$ cat src/rtl/regalu_pkg.sv
// Shared types for the register-file/ALU datapath: opcodes, the zero register
// index and the writeback-stage record.
package regalu_pkg;

    typedef enum logic [3:0] {
        ALU_ADD  = 4'd0,
        ALU_SUB  = 4'd1,
        ALU_AND  = 4'd2,
        ALU_OR   = 4'd3,
        ALU_XOR  = 4'd4,
        ALU_SLT  = 4'd5,
        ALU_SLTU = 4'd6,
        ALU_SLL  = 4'd7,
        ALU_SRL  = 4'd8,
        ALU_SRA  = 4'd9,
        ALU_MUL  = 4'd10
    } alu_op_e;

    localparam int ZERO_REG = 0;

    // Record widths track the default datapath; widen these for larger builds.
    localparam int WB_DATA_W = 32;
    localparam int WB_ADDR_W = 5;

    typedef struct packed {
        logic                 valid;
        logic                 we;
        logic [WB_ADDR_W-1:0] rd;
        logic [WB_DATA_W-1:0] data;
        logic                 eq;
        logic                 lt;
    } wb_stage_t;

endpackage

$ cat src/rtl/regalu_pipe_mul_iter.sv
// Iterative shift-add multiplier: one partial product per cycle, DATA_WIDTH
// cycles per operation; done is high during the final step with product valid.
module mul_iter #(
    parameter int DATA_WIDTH = 32
) (
    input  logic                  clk,
    input  logic                  rst_n,
    input  logic                  start,
    input  logic [DATA_WIDTH-1:0] a,
    input  logic [DATA_WIDTH-1:0] b,
    output logic                  busy,
    output logic                  done,
    output logic [DATA_WIDTH-1:0] product
);

    localparam int CW = $clog2(DATA_WIDTH);

    logic [DATA_WIDTH-1:0] mcand;
    logic [DATA_WIDTH-1:0] mplier;
    logic [DATA_WIDTH-1:0] acc;
    logic [CW-1:0]         count;
    logic [DATA_WIDTH-1:0] step_sum;

    assign step_sum = acc + (mplier[0] ? mcand : '0);
    assign done     = busy && (count == CW'(DATA_WIDTH - 1));
    assign product  = step_sum;

    always_ff @(posedge clk or negedge rst_n) begin
        if (!rst_n) begin
            mcand  <= '0;
            mplier <= '0;
            acc    <= '0;
            count  <= '0;
            busy   <= 1'b0;
        end else if (start) begin
            mcand  <= a;
            mplier <= b;
            acc    <= '0;
            count  <= '0;
            busy   <= 1'b1;
        end else if (busy) begin
            acc    <= step_sum;
            mcand  <= mcand << 1;
            mplier <= mplier >> 1;
            count  <= count + CW'(1);
            if (done)
                busy <= 1'b0;
        end
    end

endmodule

$ cat src/rtl/regalu_pipe.sv
// Register file + ALU with a registered writeback stage and operand forwarding.
// Define REGALU_MUL_EN to build the iterative multiplier and its issue-stall FSM.
module regalu_pipe
    import regalu_pkg::*;
#(
    parameter int DATA_WIDTH    = 32,
    parameter int ADDRESS_WIDTH = 5,
    parameter int A0_INDEX      = 10
) (
    input  logic                     clk,
    input  logic                     rst_n,
    input  logic                     in_valid,
    output logic                     in_ready,
    input  logic [ADDRESS_WIDTH-1:0] rs1,
    input  logic [ADDRESS_WIDTH-1:0] rs2,
    input  logic [ADDRESS_WIDTH-1:0] rd,
    input  logic                     reg_write,
    input  logic                     alu_src,
    input  logic [3:0]               alu_ctrl,
    input  logic [DATA_WIDTH-1:0]    imm_op,
    output logic                     wb_valid,
    output logic [DATA_WIDTH-1:0]    wb_data,
    output logic                     eq,
    output logic                     lt,
    output logic [DATA_WIDTH-1:0]    a0
);

    localparam int SHW  = $clog2(DATA_WIDTH);
    localparam int NREG = 2 ** ADDRESS_WIDTH;
    localparam logic [ADDRESS_WIDTH-1:0] ZR     = ADDRESS_WIDTH'(ZERO_REG);
    localparam logic [ADDRESS_WIDTH-1:0] A0_IDX = ADDRESS_WIDTH'(A0_INDEX);

    function automatic logic [DATA_WIDTH-1:0] alu(input alu_op_e op,
                                                 input logic [DATA_WIDTH-1:0] a,
                                                 input logic [DATA_WIDTH-1:0] b);
        logic signed [DATA_WIDTH-1:0] sa;
        logic signed [DATA_WIDTH-1:0] sb;
        logic [SHW-1:0]               sh;
        sa = a;
        sb = b;
        sh = b[SHW-1:0];
        case (op)
            ALU_ADD:  return a + b;
            ALU_SUB:  return a - b;
            ALU_AND:  return a & b;
            ALU_OR:   return a | b;
            ALU_XOR:  return a ^ b;
            ALU_SLT:  return DATA_WIDTH'(sa < sb);
            ALU_SLTU: return DATA_WIDTH'(a < b);
            ALU_SLL:  return a << sh;
            ALU_SRL:  return a >> sh;
            ALU_SRA:  return sa >>> sh;
            default:  return '0;
        endcase
    endfunction

    logic [DATA_WIDTH-1:0]    regs [NREG];
    wb_stage_t                wb_p1;
    wb_stage_t                mul_wb;
    logic [DATA_WIDTH-1:0]    wbd;
    logic [ADDRESS_WIDTH-1:0] wbrd;
    logic [DATA_WIDTH-1:0]    op1_p0, op2_p0, rs2v_p0, res_p0;
    logic signed [DATA_WIDTH-1:0] op1s_p0, op2s_p0;
    logic                     eq_p0, lt_p0;
    logic                     accept, is_mul, mul_done;

    assign wbd      = DATA_WIDTH'(wb_p1.data);
    assign wbrd     = ADDRESS_WIDTH'(wb_p1.rd);
    assign accept   = in_valid && in_ready;
    assign wb_valid = wb_p1.valid;
    assign wb_data  = wbd;
    assign eq       = wb_p1.eq;
    assign lt       = wb_p1.lt;
    assign a0       = regs[A0_IDX];

    // Stage p0: operand read with forwarding from the writeback register
    always_comb begin
        op1_p0 = (rs1 == ZR) ? '0 : regs[rs1];
        if (wb_p1.valid && wb_p1.we && wbrd == rs1 && rs1 != ZR)
            op1_p0 = wbd;
        rs2v_p0 = (rs2 == ZR) ? '0 : regs[rs2];
        if (wb_p1.valid && wb_p1.we && wbrd == rs2 && rs2 != ZR)
            rs2v_p0 = wbd;
        op2_p0  = alu_src ? imm_op : rs2v_p0;
        op1s_p0 = op1_p0;
        op2s_p0 = op2_p0;
        eq_p0   = (op1_p0 == op2_p0);
        lt_p0   = (op1s_p0 < op2s_p0);
        res_p0  = alu(alu_op_e'(alu_ctrl), op1_p0, op2_p0);
    end

`ifdef REGALU_MUL_EN
    typedef enum logic {S_IDLE, S_MUL} state_e;

    state_e                state;
    logic                  mul_busy;
    logic [DATA_WIDTH-1:0] mul_prod;
    logic [WB_ADDR_W-1:0]  mul_rd;
    logic                  mul_we, mul_eq, mul_lt;

    assign is_mul = (alu_op_e'(alu_ctrl) == ALU_MUL);

    mul_iter #(.DATA_WIDTH(DATA_WIDTH)) u_mul (
        .clk     (clk),
        .rst_n   (rst_n),
        .start   (accept && is_mul),
        .a       (op1_p0),
        .b       (op2_p0),
        .busy    (mul_busy),
        .done    (mul_done),
        .product (mul_prod)
    );

    always_ff @(posedge clk or negedge rst_n) begin
        if (!rst_n) begin
            state    <= S_IDLE;
            in_ready <= 1'b1;
            mul_rd   <= '0;
            mul_we   <= 1'b0;
            mul_eq   <= 1'b0;
            mul_lt   <= 1'b0;
        end else begin
            case (state)
                S_IDLE: if (accept && is_mul) begin
                    state    <= S_MUL;
                    in_ready <= 1'b0;
                    mul_rd   <= WB_ADDR_W'(rd);
                    mul_we   <= reg_write;
                    mul_eq   <= eq_p0;
                    mul_lt   <= lt_p0;
                end
                S_MUL: if (mul_done || !mul_busy) begin
                    state    <= S_IDLE;
                    in_ready <= 1'b1;
                end
                default: begin
                    state    <= S_IDLE;
                    in_ready <= 1'b1;
                end
            endcase
        end
    end

    always_comb begin
        mul_wb       = '0;
        mul_wb.valid = 1'b1;
        mul_wb.we    = mul_we;
        mul_wb.rd    = mul_rd;
        mul_wb.data  = WB_DATA_W'(mul_prod);
        mul_wb.eq    = mul_eq;
        mul_wb.lt    = mul_lt;
    end
`else
    assign in_ready = 1'b1;
    assign is_mul   = 1'b0;
    assign mul_done = 1'b0;
    assign mul_wb   = '0;
`endif

    // Stage p1: writeback register; data/eq/lt hold when nothing retires
    always_ff @(posedge clk or negedge rst_n) begin
        if (!rst_n) begin
            wb_p1 <= '0;
        end else if (accept && !is_mul) begin
            wb_p1.valid <= 1'b1;
            wb_p1.we    <= reg_write;
            wb_p1.rd    <= WB_ADDR_W'(rd);
            wb_p1.data  <= WB_DATA_W'(res_p0);
            wb_p1.eq    <= eq_p0;
            wb_p1.lt    <= lt_p0;
        end else if (mul_done) begin
            wb_p1 <= mul_wb;
        end else begin
            wb_p1.valid <= 1'b0;
        end
    end

    // Stage p2: register file commit; register 0 is never written
    always_ff @(posedge clk or negedge rst_n) begin
        if (!rst_n) begin
            for (int i = 0; i < NREG; i++)
                regs[i] <= '0;
        end else if (wb_p1.valid && wb_p1.we && wbrd != ZR) begin
            regs[wbrd] <= wbd;
        end
    end

endmodule

$ cat config.mk
export PLATFORM = sky130hd
export DESIGN_NAME = regalu_pipe
export DESIGN_NICKNAME = d
export VERILOG_FILES = /design/src/rtl/regalu_pkg.sv /design/src/rtl/regalu_pipe_mul_iter.sv /design/src/rtl/regalu_pipe.sv
export SDC_FILE = /design/constraint.sdc
export NUM_CORES = 2
export LEC_CHECK = 0
export CORE_MARGIN = 2
export CORE_UTILIZATION = 65
export CTS_CLUSTER_SIZE = 8
export DETAILED_ROUTE_END_ITERATION = 10
export DONT_BUFFER_PORTS = 1
export PLACE_DENSITY_LB_ADDON = 0.25
export SLEW_MARGIN = 30
export SYNTH_ARGS = -nofsm -noshare
export SYNTH_HDL_FRONTEND = slang
export SYNTH_SLANG_ARGS = --single-unit
$ cat constraint.sdc
create_clock -name clk -period 6.35 [get_ports clk]
set_input_delay 1.5875 -clock clk [delete_from_list [all_inputs] [get_ports clk]]
set_output_delay 1.5875 -clock clk [all_outputs]
set_load 0.01 [all_outputs]
After elaboration in Yosys (flattened, before gate mapping)
Index checks and enable logic that the tools add are counted. W data, S select, Z words.

Bits in registers: 1065. Input port bits: 56. Output and inout bits: 68. Word-level logic and storage cells: 96.

Add/subtract/negate cells: 2. Magnitude comparators: 6. Equality and inequality tests: 12. Shift operators: 3. Mux-type cells: 16. Bitwise operators: 6. Reductions and logical operators: 13.

Operators with widths (count): $bwmux W1024 (1); $bmux W32 S5 (2); $mux W32 (10); $pmux W32 S10 (1); $demux W32 S5 (1); $lt A32 B32 Y1 (2); $mux W41 (1); $add A32 B32 Y32 (1); $and A32 B32 Y32 (1); $eq A32 B32 Y1 (1); $or A32 B32 Y32 (1); $shl A32 B5 Y32 (1); $shr A32 B5 Y32 (1); $sshr A32 B5 Y32 (1); $sub A32 B32 Y32 (1); $xor A32 B32 Y32 (1); $ge A6 B6 Y1 const B (3); $not A5 Y6 (3); $eq A4 B3 Y1 const B (4); $reduce_bool A5 Y1 (3); $eq A5 B5 Y1 (2); $logic_not A5 Y1 (2); $eq A4 B2 Y1 const B (2); $eq A4 B4 Y1 const B (2); 4 further kinds (10).

Depth between registers and ports, before layout
Word-level depth: 10. Mapped depth: 29. Mapped depth without buffers: 21.

Least setup slack after synthesis
OpenSTA, ideal clock, no wires.

Path kind: in2reg. Start: input port rs2[0]. End: register wb_p1 (netlist bit wb_data[30]). Library setup time: 129 ps. Data arrival time: 7616 ps. Data required time: 6221 ps. Path slack: -1395 ps. Stages on the path: 24. Buffers on the path: 8. Path through: buf_4 -> buf_4 -> buf_4 -> buf_4 -> buf_2 -> buf_1 -> buf_2 -> mux4_2 -> a21oi_1 -> a21oi_1 -> a22o_1 -> mux2_2 -> ha_1 -> clkbuf_1 -> nand3_1 -> nor2_1 -> a311oi_1 -> nor3_1 -> a221oi_1 -> o31a_1 -> o41ai_1 -> mux2i_1 -> a21oi_1 -> o41a_1.

Cells in the longest elaborated chain, start to end: 9. Elaborated cells between the ends (all ways): 21. Those cells by class: 2 x add/sub; 1 x eq/ne; 3 x shift; 7 x mux; 4 x bitwise; 4 x reduce/logical.

Ends and longest elaborated chain: from (decl) (line regalu_pipe.sv:15) `input logic [ADDRESS_WIDTH-1:0] rs2,`; $not A5 Y6 (implied by the code) (line regalu_pipe.sv:81) `rs2v_p0 = (rs2 == ZR) ? '0 : regs[rs2];`; $bmux W32 S5 (line regalu_pipe.sv:81); $mux W32 (implied by the code) (2 in a row) (line regalu_pipe.sv:81); $mux W32 (line regalu_pipe.sv:81); $mux W32 * (line regalu_pipe.sv:82) `if (wb_p1.valid && wb_p1.we && wbrd == rs2 && rs2 != ZR)`; $mux W32 * (line regalu_pipe.sv:84) `op2_p0 = alu_src ? imm_op : rs2v_p0;`; $sub A32 B32 Y32, or another cell as far along (line regalu_pipe.sv:44) `ALU_SUB: return a - b;`; $pmux W32 S10 * (line regalu_pipe.sv:42) `case (op)`; to (signal assigned) (line regalu_pipe.sv:172) `wb_p1 <= mul_wb;`; to (decl) (line regalu_pipe.sv:58) `wb_stage_t wb_p1;`.

Mark *: on every way between the ends. The rest lies on a longest branch, timed or not. The select of a mux whose other input is x is not followed. A chain may end at the register's enable or synchronous reset.

Worst setup path after layout
Start: input port rs2[1]. End: register wb_p1 (netlist bit wb_data[31]).

Same word-level chain as after synthesis.

==> impl_metrics.toml <==
[status]
violations = "setup timing"
outcome = "complete, but fails checks"

[logic_synthesis]
synth.distinct_cells = 86
syn_area_sq_um = 65800
synthTopCellsByCount = "dfrtp_1 (1065), mux2_2 (1007), mux4_2 (519), clkbuf_1 (388), mux2i_1 (266)"
synth_seq_cells = 1065
syn_nets = 5297
avgSynthCellArea_sq_um = 12.8
synth_edf_count = 0
synth_area_leaders = "dfrtp_1 (41%), mux4_2 (18%), mux2_2 (17%), mux2i_1 (4.0%), clkbuf_1 (2.2%)"
syn_inst = 5140
async_flop_share = 1.00
synth.most_common_cell = "dfrtp_1"
ys_seq_area_frac = 0.405
yosys_warnings = 0
synth_top_area_cell = "dfrtp_1"
yosys.area.top_type_share = 0.405
synth_ff_type = "dfrtp_1"

[die]
core_sq_um = 100000
die_area_sq_um = 104000
die_h_um = 322
start_util = 0.657
row_count = 116
die_x_um = 322
io_pins = 124

[clocking]
max-clock-path-buffers = 3
cts.sinks = 1065
h-tree-depth = 4
cts_buffers = 152
path_clk_slew_ns = 0.06
cts_tree = "done"
cts_root_buf = "clkbuf_16"
cts_hold_buf = 0
clk_latency_ns = 0.77

[drt]
drtAntennaViolNets = 0
drtIter0Drc = 6764
vias = 50900
firstDrtPassIters = 9
drc = 0
via_per_inst = 7.76
wl_per_cell_um = 38.2
wl_um = 251000

[placement]
io_buffers = 0
place_hpwl_um = 161000
pre_cts_ws_ns = -0.539
dpl.cell_count = 6365
place.gp.congestion = 1.08

[critical_path]
path_class = "primary input to register"
startpoint = "rs2[1]"
worstReg2RegStart = "wbrd[0]"
required_ns = 7.05
critPathCaptureType = "register"
startpoint_type = "primary input"
path_max_fanout = 201
cp.arrival_ns = 7.20

[global_route]
grt_pass1_wl_um = 358000
grt_max_degree = 1066
grt_pass1_vias = 50700
antenna_found_initial = 14
track_usage = 0.483
gr-total-overflow = 0

[hold_path]
hold_start = "regs[1010]"
hp-class = "register to register"

[timing]
maxSlewViolCount = 0
finalHoldViolCount = 0
clock_skew_ns = 0.0274
fmax_mhz = 154
layout_setup_ws_ns = -0.150
holdWs_ns = 0.398
setup_viol = 10
fin_crit_sh = 1.02
slew_headroom = 0.285
tightest_slew_ns = 1.07
min_period_ns = 6.50

[layout]
fill_cells = 6362
area_growth_pct = 12.3
drive_gt1_frac = 0.448
final_cells = 6564
nets = 5395
final_util = 0.737

[power_and_ir_drop]
powerDensity_nw_per_um2 = 237
p_leak_nw = 34.0
total_power_mw = 17.5
ir_drop_mv = 0.244

[flow_run]
cap_violations = 0
-- worst paths after layout --
| path | endpoint | slack, ns | cells past startpoint |
|---|---|---|---|
| setup / recovery | wb_data[31] | -0.15 | 22 |
| hold / removal | regs[1010] | 0.40 | 0 |
| setup reg to reg | wb_data[30] | 0.74 | 21 |
| hold reg to reg | regs[1010] | 0.40 | 0 |
| max in group asynchronous | regs[747] | 2.65 | 4 |
| min in group asynchronous | regs[836] | 0.52 | 0 |
-- cells by family after synthesis --
group	count (synthesis)	synth area share
mux	1793	0.391
buf+inv	696	0.0477
fa+ha+maj	101	0.0194
compound gates	821	0.0894
other cells	1	0.0000570
xor+xnor	33	0.00440
simple gates	630	0.0428
flops	1065	0.405
-- where the power goes --
part           switching, mW  internal (mW)
combinational           1.46           1.22
sequential             0.317           7.12
clock                   3.03           4.36
total                   4.81           12.7
-- cells in the final DEF (no fill, tap or decap), drive strengths merged, types with 39 or more instances in the layout --
master and n:
mux2 1007, mux4 519, ha 99, a22oi 76, a21oi 190, mux2i 267
dfrtp 1065, nor3 57, nand3 43, nand2 258, a221oi 67, clkbuf 171
o21ai 144, inv 115, buf 522, o221ai 44, a211oi 39, nor2 159
a22o 40
-- sequential cells by signal, indices dropped and copies added, names as in the netlist --
signal	cells
wb_valid	1
regs	992
a0	32
wb_p1	1
wbrd	5
lt	1
eq	1
wb_data	32
-- final cells by class --
cell class | count | area [sq um] | area share
well taps | 1298 | 1620 | 0.0220
inverters | 110 | 414 | 0.00561
repair buffers | 530 | 4550 | 0.0616
clock buffers | 163 | 3950 | 0.0535
flip-flops and latches | 1065 | 26700 | 0.361
multi-input cells | 3379 | 36400 | 0.493
diodes | 6 | 15.0 | 0.000203
clock inverters | 13 | 196 | 0.00266
-- through the flow --
stage          cell area (sq um)  TNS (ns)
2_1_floorplan              66200    -0.173
3_3_place_gp               69100     -4.88
3_5_place_dp               69100     -5.52
4_1_cts                    73300         0
5_1_grt                    73800   -0.0276
6_report                   73800    -0.692
-- worst max-delay path, cell delays in order --
cell      delay [ns]
or3_2           0.74
buf_4           0.21
buf_4           0.18
o221ai_1        0.24
a21oi_1         0.07
a21oi_1         0.34
buf_4           0.18
a22o_1          0.11
mux2_4          0.16
ha_4            0.23
or4_4           0.59
buf_4           0.17
nor3_1          0.24
o21ai_0         0.22
o311ai_1        0.18
o211ai_1        0.15
buf_4           0.17
a31oi_1         0.24
o211ai_1        0.17
a311oi_1        0.29
nor3_1          0.10
a31oi_1         0.17
-- layer usage --
metal	routed length (um)	vias to the layer above	GRT usage
li1	-	19800	-
met1	91400	26200	0.644
met2	107000	3904	0.690
met3	30900	1034	0.136
met4	21200	10	0.333
met5	68	-	0
-- timing repair --
item,CTS,global route
buffers inserted,0,0
setup endpoints to repair,0,30
resized for setup,0,17
No activity file was read; power rests on OpenSTA's default activity.
